--- src/rtl/game_pkg.sv ---
// Shared game types: state encoding and BCD digit, also used by the renderer.
package game_pkg;

    typedef enum logic [2:0] {
        StIdle  = 3'd0,
        StPlay  = 3'd1,
        StDying = 3'd2,
        StOver  = 3'd3
    } game_state_t;

    typedef logic [3:0] bcd_digit_t;

    localparam int unsigned ScoreDigits = 3;

    function automatic bcd_digit_t bcd_inc(input bcd_digit_t d);
        return (d == 4'd9) ? 4'd0 : d + 4'd1;
    endfunction

endpackage

--- src/rtl/game_flow_ctrl_if.sv ---
// Handshake bundle between the game flow controller and the rest of the game.
interface game_flow_ctrl_if;

    logic                  frame_tick;
    logic                  flap_req;
    logic                  jb0;
    logic                  collision;
    logic                  pipe_pass;
    game_pkg::game_state_t state;
    logic                  world_en;
    logic                  bird_en;
    logic                  flap_evt;
    logic                  new_game;
    logic [11:0]           score;
    logic [11:0]           best;

    modport master (
        output frame_tick, flap_req, jb0, collision, pipe_pass,
        input  state, world_en, bird_en, flap_evt, new_game, score, best
    );

    modport slave (
        input  frame_tick, flap_req, jb0, collision, pipe_pass,
        output state, world_en, bird_en, flap_evt, new_game, score, best
    );

endinterface

--- src/rtl/bcd_score_cnt.sv ---
// Three-digit BCD score counter with synchronous clear and saturation at 999.
module bcd_score_cnt
    import game_pkg::*;
(
    input  logic        clk,
    input  logic        rst_n,
    input  logic        clr,
    input  logic        inc,
    output logic [11:0] score
);

    bcd_digit_t [ScoreDigits-1:0] dig_q, dig_d;

    always_comb begin
        dig_d = dig_q;
        if (clr) begin
            dig_d = '0;
        end else if (inc && (dig_q != 12'h999)) begin
            dig_d[0] = bcd_inc(dig_q[0]);
            if (dig_q[0] == 4'd9) begin
                dig_d[1] = bcd_inc(dig_q[1]);
                if (dig_q[1] == 4'd9) begin
                    dig_d[2] = bcd_inc(dig_q[2]);
                end
            end
        end
    end

    always_ff @(posedge clk or negedge rst_n) begin
        if (!rst_n) begin
            dig_q <= '0;
        end else begin
            dig_q <= dig_d;
        end
    end

    assign score = dig_q;

endmodule

--- src/rtl/game_flow_ctrl.sv ---
// Game flow FSM: IDLE/PLAY/DYING/OVER sequencing, frame-aligned flap, score and best.
module game_flow_ctrl
    import game_pkg::*;
#(
    parameter int unsigned DEATH_FRAMES     = 60,
    parameter int unsigned OVER_LOCK_FRAMES = 30
) (
    input logic             clk,
    input logic             rst_n,
    game_flow_ctrl_if.slave bus
);

    localparam logic [7:0] DeathLast = 8'(DEATH_FRAMES - 1);
    localparam logic [7:0] OverLock  = 8'(OVER_LOCK_FRAMES);

    logic        jb0_s1_q, jb0_s2_q, jb0_s3_q;
    logic        jb0_rise, flap_src, flap_now;
    logic        flap_pending_q;
    game_state_t state_q;
    logic [7:0]  frame_cnt_q, frame_cnt_inc;
    logic        new_game_q;
    logic [11:0] best_q;
    logic [11:0] score;

    assign jb0_rise      = jb0_s2_q & ~jb0_s3_q;
    assign flap_src      = bus.flap_req | jb0_rise;
    // A flap arriving on the tick cycle itself belongs to that frame.
    assign flap_now      = flap_pending_q | flap_src;
    assign frame_cnt_inc = (frame_cnt_q == 8'hff) ? 8'hff : frame_cnt_q + 8'd1;

    always_ff @(posedge clk or negedge rst_n) begin
        if (!rst_n) begin
            jb0_s1_q       <= 1'b0;
            jb0_s2_q       <= 1'b0;
            jb0_s3_q       <= 1'b0;
            flap_pending_q <= 1'b0;
        end else begin
            jb0_s1_q <= bus.jb0;
            jb0_s2_q <= jb0_s1_q;
            jb0_s3_q <= jb0_s2_q;
            if (bus.frame_tick) begin
                flap_pending_q <= 1'b0;
            end else if (flap_src) begin
                flap_pending_q <= 1'b1;
            end
        end
    end

    always_ff @(posedge clk or negedge rst_n) begin
        if (!rst_n) begin
            state_q     <= StIdle;
            frame_cnt_q <= 8'd0;
            new_game_q  <= 1'b0;
            best_q      <= 12'h000;
        end else begin
            new_game_q <= 1'b0;
            if (bus.frame_tick) begin
                frame_cnt_q <= frame_cnt_inc;
                case (state_q)
                    StIdle: begin
                        if (flap_now) begin
                            state_q     <= StPlay;
                            new_game_q  <= 1'b1;
                            frame_cnt_q <= 8'd0;
                        end
                    end
                    StPlay: begin
                        if (bus.collision) begin
                            state_q     <= StDying;
                            frame_cnt_q <= 8'd0;
                        end
                    end
                    StDying: begin
                        if (frame_cnt_q >= DeathLast) begin
                            state_q     <= StOver;
                            frame_cnt_q <= 8'd0;
                            // Packed BCD orders the same as its decimal value.
                            if (score > best_q) begin
                                best_q <= score;
                            end
                        end
                    end
                    StOver: begin
                        if (flap_now && (frame_cnt_q >= OverLock)) begin
                            state_q     <= StPlay;
                            new_game_q  <= 1'b1;
                            frame_cnt_q <= 8'd0;
                        end
                    end
                    default: begin
                        state_q     <= StIdle;
                        frame_cnt_q <= 8'd0;
                    end
                endcase
            end
        end
    end

    bcd_score_cnt u_score (
        .clk   (clk),
        .rst_n (rst_n),
        .clr   (new_game_q),
        .inc   (bus.pipe_pass && (state_q == StPlay)),
        .score (score)
    );

    assign bus.state    = state_q;
    assign bus.world_en = (state_q == StPlay);
    assign bus.bird_en  = (state_q == StPlay) || (state_q == StDying);
    assign bus.flap_evt = bus.frame_tick && flap_now && (state_q == StPlay);
    assign bus.new_game = new_game_q;
    assign bus.score    = score;
    assign bus.best     = best_q;

endmodule

--- src/flat_wrapper.sv ---
// flat-port wrapper written by rule: the top's interface ports become plain ports
module game_flow_ctrl_flat import game_pkg::*;
#(
    parameter int unsigned DEATH_FRAMES     = 60,
    parameter int unsigned OVER_LOCK_FRAMES = 30
)
  (clk, rst_n, bus_frame_tick, bus_flap_req, bus_jb0, bus_collision, bus_pipe_pass, bus_state, bus_world_en, bus_bird_en, bus_flap_evt, bus_new_game, bus_score, bus_best);
  game_flow_ctrl_if bus_i ();
  input logic clk;
  input logic rst_n;
  input wire logic [$bits(bus_i.frame_tick)-1:0] bus_frame_tick;
  input wire logic [$bits(bus_i.flap_req)-1:0] bus_flap_req;
  input wire logic [$bits(bus_i.jb0)-1:0] bus_jb0;
  input wire logic [$bits(bus_i.collision)-1:0] bus_collision;
  input wire logic [$bits(bus_i.pipe_pass)-1:0] bus_pipe_pass;
  output wire logic [$bits(bus_i.state)-1:0] bus_state;
  output wire logic [$bits(bus_i.world_en)-1:0] bus_world_en;
  output wire logic [$bits(bus_i.bird_en)-1:0] bus_bird_en;
  output wire logic [$bits(bus_i.flap_evt)-1:0] bus_flap_evt;
  output wire logic [$bits(bus_i.new_game)-1:0] bus_new_game;
  output wire logic [$bits(bus_i.score)-1:0] bus_score;
  output wire logic [$bits(bus_i.best)-1:0] bus_best;
  assign bus_i.frame_tick = bus_frame_tick;
  assign bus_i.flap_req = bus_flap_req;
  assign bus_i.jb0 = bus_jb0;
  assign bus_i.collision = bus_collision;
  assign bus_i.pipe_pass = bus_pipe_pass;
  assign bus_state = bus_i.state;
  assign bus_world_en = bus_i.world_en;
  assign bus_bird_en = bus_i.bird_en;
  assign bus_flap_evt = bus_i.flap_evt;
  assign bus_new_game = bus_i.new_game;
  assign bus_score = bus_i.score;
  assign bus_best = bus_i.best;
  game_flow_ctrl #(.DEATH_FRAMES(DEATH_FRAMES), .OVER_LOCK_FRAMES(OVER_LOCK_FRAMES)) u_core (.clk(clk), .rst_n(rst_n), .bus(bus_i));
endmodule
--- config.mk ---
export PLATFORM = sky130hd
export DESIGN_NAME = game_flow_ctrl_flat
export DESIGN_NICKNAME = d
export VERILOG_FILES = /design/src/rtl/game_pkg.sv /design/src/rtl/game_flow_ctrl_if.sv /design/src/rtl/bcd_score_cnt.sv /design/src/rtl/game_flow_ctrl.sv /design/src/flat_wrapper.sv
export SDC_FILE = /design/constraint.sdc
export NUM_CORES = 1
export LEC_CHECK = 0
export ABC_CLOCK_PERIOD_IN_PS = 4800
export BUFFER_PORTS_ARGS = -buffer_cell sky130_fd_sc_hd__buf_2
export CORE_UTILIZATION = 35
export CTS_BUF_LIST = sky130_fd_sc_hd__clkbuf_8 sky130_fd_sc_hd__clkbuf_16
export DETAILED_ROUTE_END_ITERATION = 10
export SYNTH_ARGS = -nofsm -noshare
export SYNTH_HDL_FRONTEND = slang
export SYNTH_SLANG_ARGS = --single-unit
--- constraint.sdc ---
create_clock -name clk -period 4.8 [get_ports clk]
set_input_delay 0.48 -clock clk [delete_from_list [all_inputs] [get_ports clk]]
set_output_delay 0.48 -clock clk [all_outputs]
set_load 0.01 [all_outputs]
; ---- After elaboration in Yosys (flattened, before gate mapping)
; Cells that the tools add are included.
[word_totals]
ff_bits = 40
input_bits = 7
out_inout_bits = 31
wordCells = 73
[classes]
n_addsub = 4
n_lt_le_gt_ge = 3
n_eq_ne = 12
mux = 24
bitwise = 4
reduce_logical = 15
[ops]
columns = op, n
row1 = $mux W8, 6
row2 = $pmux W8 S4, 1
row3 = $mux W12, 2
row4 = $mux W4, 4
row5 = $add A4 B1 Y4 const B, 3
row6 = $eq A4 B4 Y1 const B, 3
row7 = $gt A12 B12 Y1, 1
row8 = $mux W3, 4
row9 = $ne A12 B12 Y1 const B, 1
row10 = $pmux W3 S4, 1
row11 = $add A8 B1 Y8 const B, 1
row12 = $eq A8 B8 Y1 const B, 1
row13 = $ge A8 B5 Y1 const B, 1
row14 = $ge A8 B6 Y1 const B, 1
row15 = $reduce_bool A2 Y1, 4
row16 = $eq A3 B2 Y1 const B, 2
row17 = $ne A2 B1 Y1 const B, 3
row18 = $logic_and A1 B1 Y1, 5
row19 = $mux W1, 5
row20 = $reduce_and A5 Y1, 1
row21 = $reduce_and A4 Y1, 1
row22 = $eq A3 B1 Y1 const B, 1
row23 = $logic_not A3 Y1, 1
row24 = $reduce_and A3 Y1, 1
row25 = 7 further kinds, 8

; ---- Depth between registers and ports, before layout
; Gate-level depths: netlist (run 1).
[depth]
depth_word = 8
depth_mapped = 8
ltp_nobuf = 7

; ---- Hierarchy
; A second synthesis (run 1) with hierarchy kept.
[hier_totals]
cells_unflattened = 238
area_unflattened_um2 = 2372.3
[by_module_without_submodules]
columns = mod, n_inst, cells_per_inst, area_per_inst_um2, seq_area_each_um2
row1 = game_flow_ctrl, 1, 162, 1635.3, 675.6
row2 = bcd_score_cnt, 1, 76, 737.0, 300.3

; ---- Worst setup path after synthesis (run 1)
; Ideal clock, no wire load.
[synth_path]
path_kind = register to register
startpoint = reg u_core.u_score.dig_q (netlist bit u_core.u_score.score[7])
endpoint = reg u_core.best_q[10], in the netlist u_core.bus.best[10]
setup_ns = 0.125
arrival_time_ns = 2.010
t_required_ns = 4.675
slack_ns = 2.666
path_stages_with_launch = 8
path_buffers = 1
synth_period_minus_slack_ns = 2.134
path_cell_list = dfrtp_1 > ha_1 > nand2_1 > o21ai_0 > a221oi_1 > a2111oi_4 > buf_6 > mux2_2
[synth_between]
elab_chain_len = 2
[synth_lines]
columns = element, line_no
row1 = "start, declared", bcd_score_cnt.sv:12  ; bcd_digit_t [ScoreDigits-1:0] dig_q, dig_d;
row2 = "start signal, assigned", bcd_score_cnt.sv:33  ; dig_q <= dig_d;
row3 = $gt A12 B12 Y1, game_flow_ctrl.sv:78  ; if (score > best_q) begin
row4 = $reduce_and A4 Y1 (no source line), n/a
row5 = "end signal, assigned", game_flow_ctrl.sv:79  ; best_q <= score;
row6 = "end, declared", game_flow_ctrl.sv:22  ; logic [11:0] best_q;
; No other way between the ends.
; A chain may end at the register's enable or synchronous reset.

; ---- Final worst setup path (run 1)
[layout_path]
startpoint = reg u_core.u_score.dig_q (netlist bit u_core.u_score.score[10])
endpoint = reg u_core.best_q[2], in the netlist u_core.bus.best[2]
; The elaborated chain is that of the path after synthesis.

==> impl_metrics.json, run 1 <==
{
  "status": "completed",
  "yosysUniqueCellTypes": 47,
  "leakagePower_nw": 1.322,
  "cts_resized": 0,
  "first_global_vias": 1697,
  "hold_viol_final": 0,
  "drt_iter0_markers": 74,
  "max_freq_mhz": 388.5,
  "clock_latency_ns": 0.30,
  "crit_path_cell_trace": "ha_1 -> nand4_1 -> inv_1 -> a221oi_1 -> a2111oi_4 -> mux2_2",
  "netlist_area_um2": 2323,
  "yosysMostFrequentCell": "dfrtp_1",
  "htreeDepth": 2,
  "async_flop_share_pct": 100.0,
  "io_pins": 38,
  "cts_setup_buffers": 0,
  "syn_nets": 257,
  "cts.sinks": 39,
  "crit_fanout": 12,
  "min_period_over_period_pct": 53.62,
  "hp-class": "primary input to flip-flop",
  "cts.path.max_buffers": 2,
  "grt_util_all_layers_pct": 14.80,
  "multi_input_area_um2": 1214,
  "yosys_warnings": 0,
  "grt_pass1_wl_um": 8355,
  "synth_top_area_share_pct": 42.00,
  "final_cells": 339,
  "synthCells": 225,
  "dieArea_um2": 6968,
  "vias": 1742,
  "regArea_um2": 975.9,
  "grt_overflow": 0,
  "ys_top_cells_by_count": "dfrtp_1, ha_1, inv_1, nand2_1, nor2_1",
  "ir_worst_vdd_v": 0.0001688,
  "synth.avg_cell_area_um2": 10.33,
  "power.density_nw_per_um2": 385.0,
  "remaining_drc_errors": 0,
  "hpwlAfterDp_um": 3511,
  "coreArea_um2": 6386,
  "initial_core_util_pct": 36.38,
  "yosys_register_bits": 39,
  "cp_slowest_cell": "a2111oi_4",
  "crit_buf_inv": 1,
  "syn_to_final_growth_pct": 14.86,
  "clock_skew_ns": 0.01287,
  "nFillCells": 628,
  "root_buffer": "clkbuf_8",
  "rows": 29,
  "post-route-util_pct": 41.79,
  "first_pass_iters": 4,
  "final_antenna_net_count": 0,
  "seq_area_frac_synth_pct": 42.00,
  "start_kind": "flip-flop",
  "synth_top_cells_by_area": "dfrtp_1, ha_1, mux2_2",
  "grt_max_degree": 40,
  "dp_cells": 331,
  "finalCriticalPeriod_ns": 2.574,
  "slowest_delay_ns": 0.90,
  "n_antenna_cell": 0,
  "tns_ns": 0,
  "final_layout_size_suffix_gt1_share_pct": 23.28,
  "holdBufCountCts": 0,
  "fin_nets": 293,
  "die_w_um": 83.48,
  "tightest_slew_ns": 0.9395,
  "port_buffers": 36,
  "clkSlewWorstSetupHoldPaths_ns": 0.08,
  "cp.arrival_ns": 2.75,
  "setup_slack_ns": 2.226,
  "wirelength_um": 4840,
  "avgRoutedWirePerCell_um": 14.28,
  "maxSlewHeadroom_pct": 37.37,
  "grt_setup_unrepaired": "no",
  "design_area_um2": 2669,
  "synth_edf_count": 0,
  "numCtsBuffers": 5,
  "yosys.area.top_type": "dfrtp_1",
  "die_h_um": 83.48,
  "crit_required_ns": 4.97,
  "cap_violations": 0,
  "placed_cell_area_um2": 2556,
  "gp_routability_congestion": 0.7804,
  "slew_violations": 0,
  "antenna_found_initial": 0,
  "cp-end-kind": "flip-flop",
  "critPathTopFamily": "compound AO/OA/AOI/OAI gates",
  "vias_per_cell": 5.139,
  "setup_viol": 0,
  "synthFlopType": "dfrtp_1",
  "criticalPathCategory": "flip-flop to flip-flop",
  "dp_slack_ns": 2.218,
  "cts_tree": "yes"
}
-- state kept, by name (all words and copies together), names as in the netlist --
register and cells:
u_core.bus.best 12, u_core.jb0_s1_q 1, u_core.frame_cnt_q 8, u_core.u_score.score 12
u_core.flap_pending_q 1, u_core.jb0_s2_q 1, u_core.jb0_s3_q 1, u_core.bus.state 2
u_core.bus.new_game 1
-- final timing paths --
check | start | end | slack (ns) | cells past startpoint
max | u_core.u_score.score[10] | u_core.bus.best[2] | 2.23 | 6
min | bus_jb0 | u_core.jb0_s1_q | 0.30 | 1
max reg2reg | u_core.u_score.score[10] | u_core.bus.best[2] | 2.23 | 6
min reg2reg | u_core.jb0_s1_q | u_core.jb0_s2_q | 0.36 | 0
max in group asynchronous | rst_n | u_core.frame_cnt_q[6] | 3.92 | 1
min in group asynchronous | rst_n | u_core.u_score.score[4] | 0.31 | 1
-- layer usage --
layer,GRT usage (%),part of all wire [%]
met1,19.91,49
met3,3.561,4.0
met5,0,0
met2,24.07,46
met4,3.698,0.83
-- area by class of cell --
class | instances | share of cell area, %
sequential | 39 | 36.57
inverter | 24 | 3.376
clock inverter | 3 | 1.641
tap | 77 | 3.610
timing repair buffer | 36 | 6.751
multi-input combinational | 155 | 45.48
clock buffer | 5 | 2.579
-- power breakdown --
part | switching (mW) | internal (mW) | leakage (nW)
combinational | 0.172 | 0.142 | 0.754
clock | 0.123 | 0.155 | 0.0581
sequential | 0.0686 | 0.368 | 0.509
total | 0.363 | 0.664 | 1.32
-- logic make-up after synthesis --
logic type	Yosys count	share of synthesized area, %
buffers and inverters	31	5.762
other	1	0.1614
muxes	17	8.078
xor gates and xnor gates	7	2.639
adders and majority gates	25	13.46
DFF	39	42.00
AOI/OAI and AO/OA	36	11.58
and+or+nand+nor	69	16.32
-- per-stage QoR --
step	power (mW)	hold slack (ns)
after detailed placement	0.7609	0.3426
after global placement	0.7558	0.3381
after floorplan	0.6464	0.1844
after global routing	1.102	0.2876
after CTS	1.044	0.2884
final	1.027	0.2971
-- layout by cell type (no fill, tap or decap), drive strengths merged, types with 2 or more instances in the layout --
| cell | instances |
|---|---|
| o2111ai | 2 |
| nor3 | 4 |
| inv | 24 |
| xor2 | 4 |
| o2bb2ai | 5 |
| nor2 | 14 |
| nor2b | 3 |
| mux2i | 6 |
| ha | 25 |
| nand4 | 4 |
| clkbuf | 5 |
| and3b | 3 |
| a21oi | 6 |
| xnor2 | 3 |
| buf | 36 |
| nand2 | 15 |
| mux2 | 11 |
| nor4 | 3 |
| o21ai | 9 |
| and2 | 3 |
| dfrtp | 39 |
| o22ai | 3 |
| nand3 | 11 |
| clkinv | 2 |
(Power assumes the default switching activity.)
==> inputs of run 2 (changes only) <==
--- a/config.mk
+++ b/config.mk
@@ -5,7 +5,8 @@
 export SDC_FILE = /design/constraint.sdc
 export NUM_CORES = 1
 export LEC_CHECK = 0
-export ABC_CLOCK_PERIOD_IN_PS = 4800
+export ABC_AREA = 1
+export ABC_CLOCK_PERIOD_IN_PS = 2400
 export BUFFER_PORTS_ARGS = -buffer_cell sky130_fd_sc_hd__buf_2
 export CORE_UTILIZATION = 35
 export CTS_BUF_LIST = sky130_fd_sc_hd__clkbuf_8 sky130_fd_sc_hd__clkbuf_16
==> constraint.sdc (replaced) <==
create_clock -name clk -period 2.4 [get_ports clk]
set_input_delay 0.24 -clock clk [delete_from_list [all_inputs] [get_ports clk]]
set_output_delay 0.24 -clock clk [all_outputs]
set_load 0.01 [all_outputs]
==> impl_metrics.json, run 2 <==
{
  "status": "completed",
  "cts_resized": 0,
  "die_w_um": 86.43,
  "cts.sinks": 39,
  "cts_setup_buffers": 0,
  "die_h_um": 86.43,
  "dieArea_um2": 7470,
  "initial_core_util_pct": 36.52,
  "yosysUniqueCellTypes": 25,
  "async_flop_share_pct": 100.0,
  "root_buffer": "clkbuf_8",
  "grt_pass1_wl_um": 9121,
  "synth_adder_area_share_pct": 12.54,
  "yosysMostFrequentCell": "nand2_1",
  "total_power_mw": 2.674,
  "cp.arrival_ns": 2.05,
  "n_antenna_cell": 0,
  "clock_skew_ns": 0.005931,
  "avgRoutedWirePerCell_um": 11.26,
  "synth_top_cells_by_area": "dfrtp_1, nand2_1, ha_1",
  "coreArea_um2": 6832,
  "htreeDepth": 2,
  "slew_violations": 0,
  "synth.avg_cell_area_um2": 7.470,
  "yosys.area_share.simple_pct": 31.29,
  "numCtsBuffers": 5,
  "start_kind": "flip-flop",
  "synth_mux_area_share_pct": 0,
  "synth_edf_count": 0,
  "antenna_found_initial": 0,
  "first_pass_iters": 4,
  "clock_latency_ns": 0.29,
  "setup_viol": 0,
  "cp-end-kind": "flip-flop",
  "grt_setup_unrepaired": "no",
  "vias_per_cell": 4.507,
  "final_layout_size_suffix_gt1_share_pct": 16.45,
  "hpwlAfterDp_um": 4028,
  "holdBufCountCts": 0,
  "max_freq_mhz": 537.3,
  "yosys_warnings": 0,
  "gp_routability_congestion": 0.8097,
  "synth_xor_area_share_pct": 2.106,
  "seq_area_frac_synth_pct": 39.12,
  "syn_to_final_growth_pct": 15.65,
  "fin_nets": 408,
  "clkSlewWorstSetupHoldPaths_ns": 0.07,
  "maxSlewHeadroom_pct": 41.89,
  "port_buffers": 36,
  "first_global_vias": 1969,
  "dp_slack_ns": 0.5295,
  "remaining_drc_errors": 0,
  "finalCriticalPeriod_ns": 1.861,
  "synthFlopType": "dfrtp_1",
  "hp-class": "primary input to flip-flop",
  "grt_max_degree": 40,
  "cap_violations": 0,
  "final_cell_mix": "nand2_1, inv_1, dfrtp_1, buf_2, nand3_1",
  "final_cells": 473,
  "wirelength_um": 5327,
  "min_period_over_period_pct": 77.55,
  "ir_worst_vdd_v": 0.0005488,
  "grt_overflow": 0,
  "ys_top_cells_by_count": "nand2_1, inv_1, dfrtp_1, nand3_1",
  "cts.path.max_buffers": 2,
  "synth_top_family_by_area": "simple AND/OR/NAND/NOR gates",
  "hold_viol_final": 0,
  "synth_top_area_share_pct": 39.12,
  "grt_util_all_layers_pct": 15.74,
  "syn_nets": 366,
  "setup_slack_ns": 0.5387,
  "tns_ns": 0,
  "synthCells": 334,
  "criticalPathCategory": "flip-flop to flip-flop",
  "netlist_area_um2": 2495,
  "synth-compound-area-share_pct": 5.968,
  "power.density_nw_per_um2": 926.9,
  "yosys_register_bits": 39,
  "yosys.area.top_type": "dfrtp_1",
  "vias": 2132,
  "tightest_slew_ns": 0.8717,
  "rows": 30,
  "leakagePower_nw": 1.618,
  "io_pins": 38,
  "crit_fanout": 13,
  "crit_required_ns": 2.59,
  "dp_cells": 465,
  "cts_tree": "yes",
  "drt_iter0_markers": 87,
  "layout_commonest_cell": "nand2_1",
  "final_antenna_net_count": 0
}
==> run 2: layout make-up <==
| class | instances | area, µm² |
|---|---|---|
| clock buffers | 7 | 96.34 |
| clock inverters | 1 | 3.754 |
| fillers | 725 | 3946 |
| inverters | 48 | 180.2 |
| multi-input cells | 242 | 1299 |
| flip-flops and latches | 39 | 975.9 |
| well taps | 96 | 120.1 |
| repair buffers | 40 | 210.2 |
==> run 2: final timing paths <==
path                                          start            endpoint  slack (ns)  cells after the start
min in group asynchronous                     rst_n  u_core.bus.best[5]        0.06                      1
max in group asynchronous                     rst_n     u_core.jb0_s3_q        1.80                      1
max                        u_core.u_score.score[10]  u_core.bus.best[1]        0.54                     10
min reg2reg                         u_core.jb0_s1_q     u_core.jb0_s2_q        0.36                      0
min                                         bus_jb0     u_core.jb0_s1_q        0.05                      1
max reg2reg                u_core.u_score.score[10]  u_core.bus.best[1]        0.54                     10
==> run 2: power by group <==
part	switching, mW	internal, mW
sequential	0.161	0.769
combinational	0.776	0.483
clock	0.227	0.258
==> run 2: cells by family (layout without fill, tap and decap cells) <==
logic type	Yosys count	in the layout
flip-flops	39	39
XOR/XNOR	6	6
AND/OR/NAND/NOR	181	181
buffers and inverters	53	96
adder cells (fa/ha/maj)	25	25
other	1	1
AO/OA/AOI/OAI	29	29
==> run 2: through the flow <==
step | hold WS (ns) | utilization [%] | instance area [µm²]
5_1_grt | 0.03310 | 42.23 | 2885
3_5_place_dp | 0.3441 | 40.77 | 2785
6_report | 0.05135 | 42.23 | 2885
3_3_place_gp | 0.3361 | 40.77 | 2785
2_1_floorplan | -0.05559 | - | 2495
4_1_cts | 0.04123 | 42.23 | 2885
==> run 2: critical path, cell delays in order, from the launching register on <==
cell and delay [ns]:
dfrtp_1 0.48, ha_1 0.32, nand2_1 0.06, nor2_1 0.15
nand2_1 0.09, inv_1 0.06, nand2_1 0.06, nand3_2 0.19
nand2_2 0.21, nand2_1 0.11, nand2_1 0.05
==> run 2: metal layers <==
layer | routed length (µm) | track usage [%] | vias up
met5 | 0 | 0 | -
met2 | 2518 | 26.05 | 39
met3 | 207 | 3.238 | 7
li1 | - | - | 1130
met1 | 2523 | 20.47 | 956
met4 | 77 | 5.455 | 0
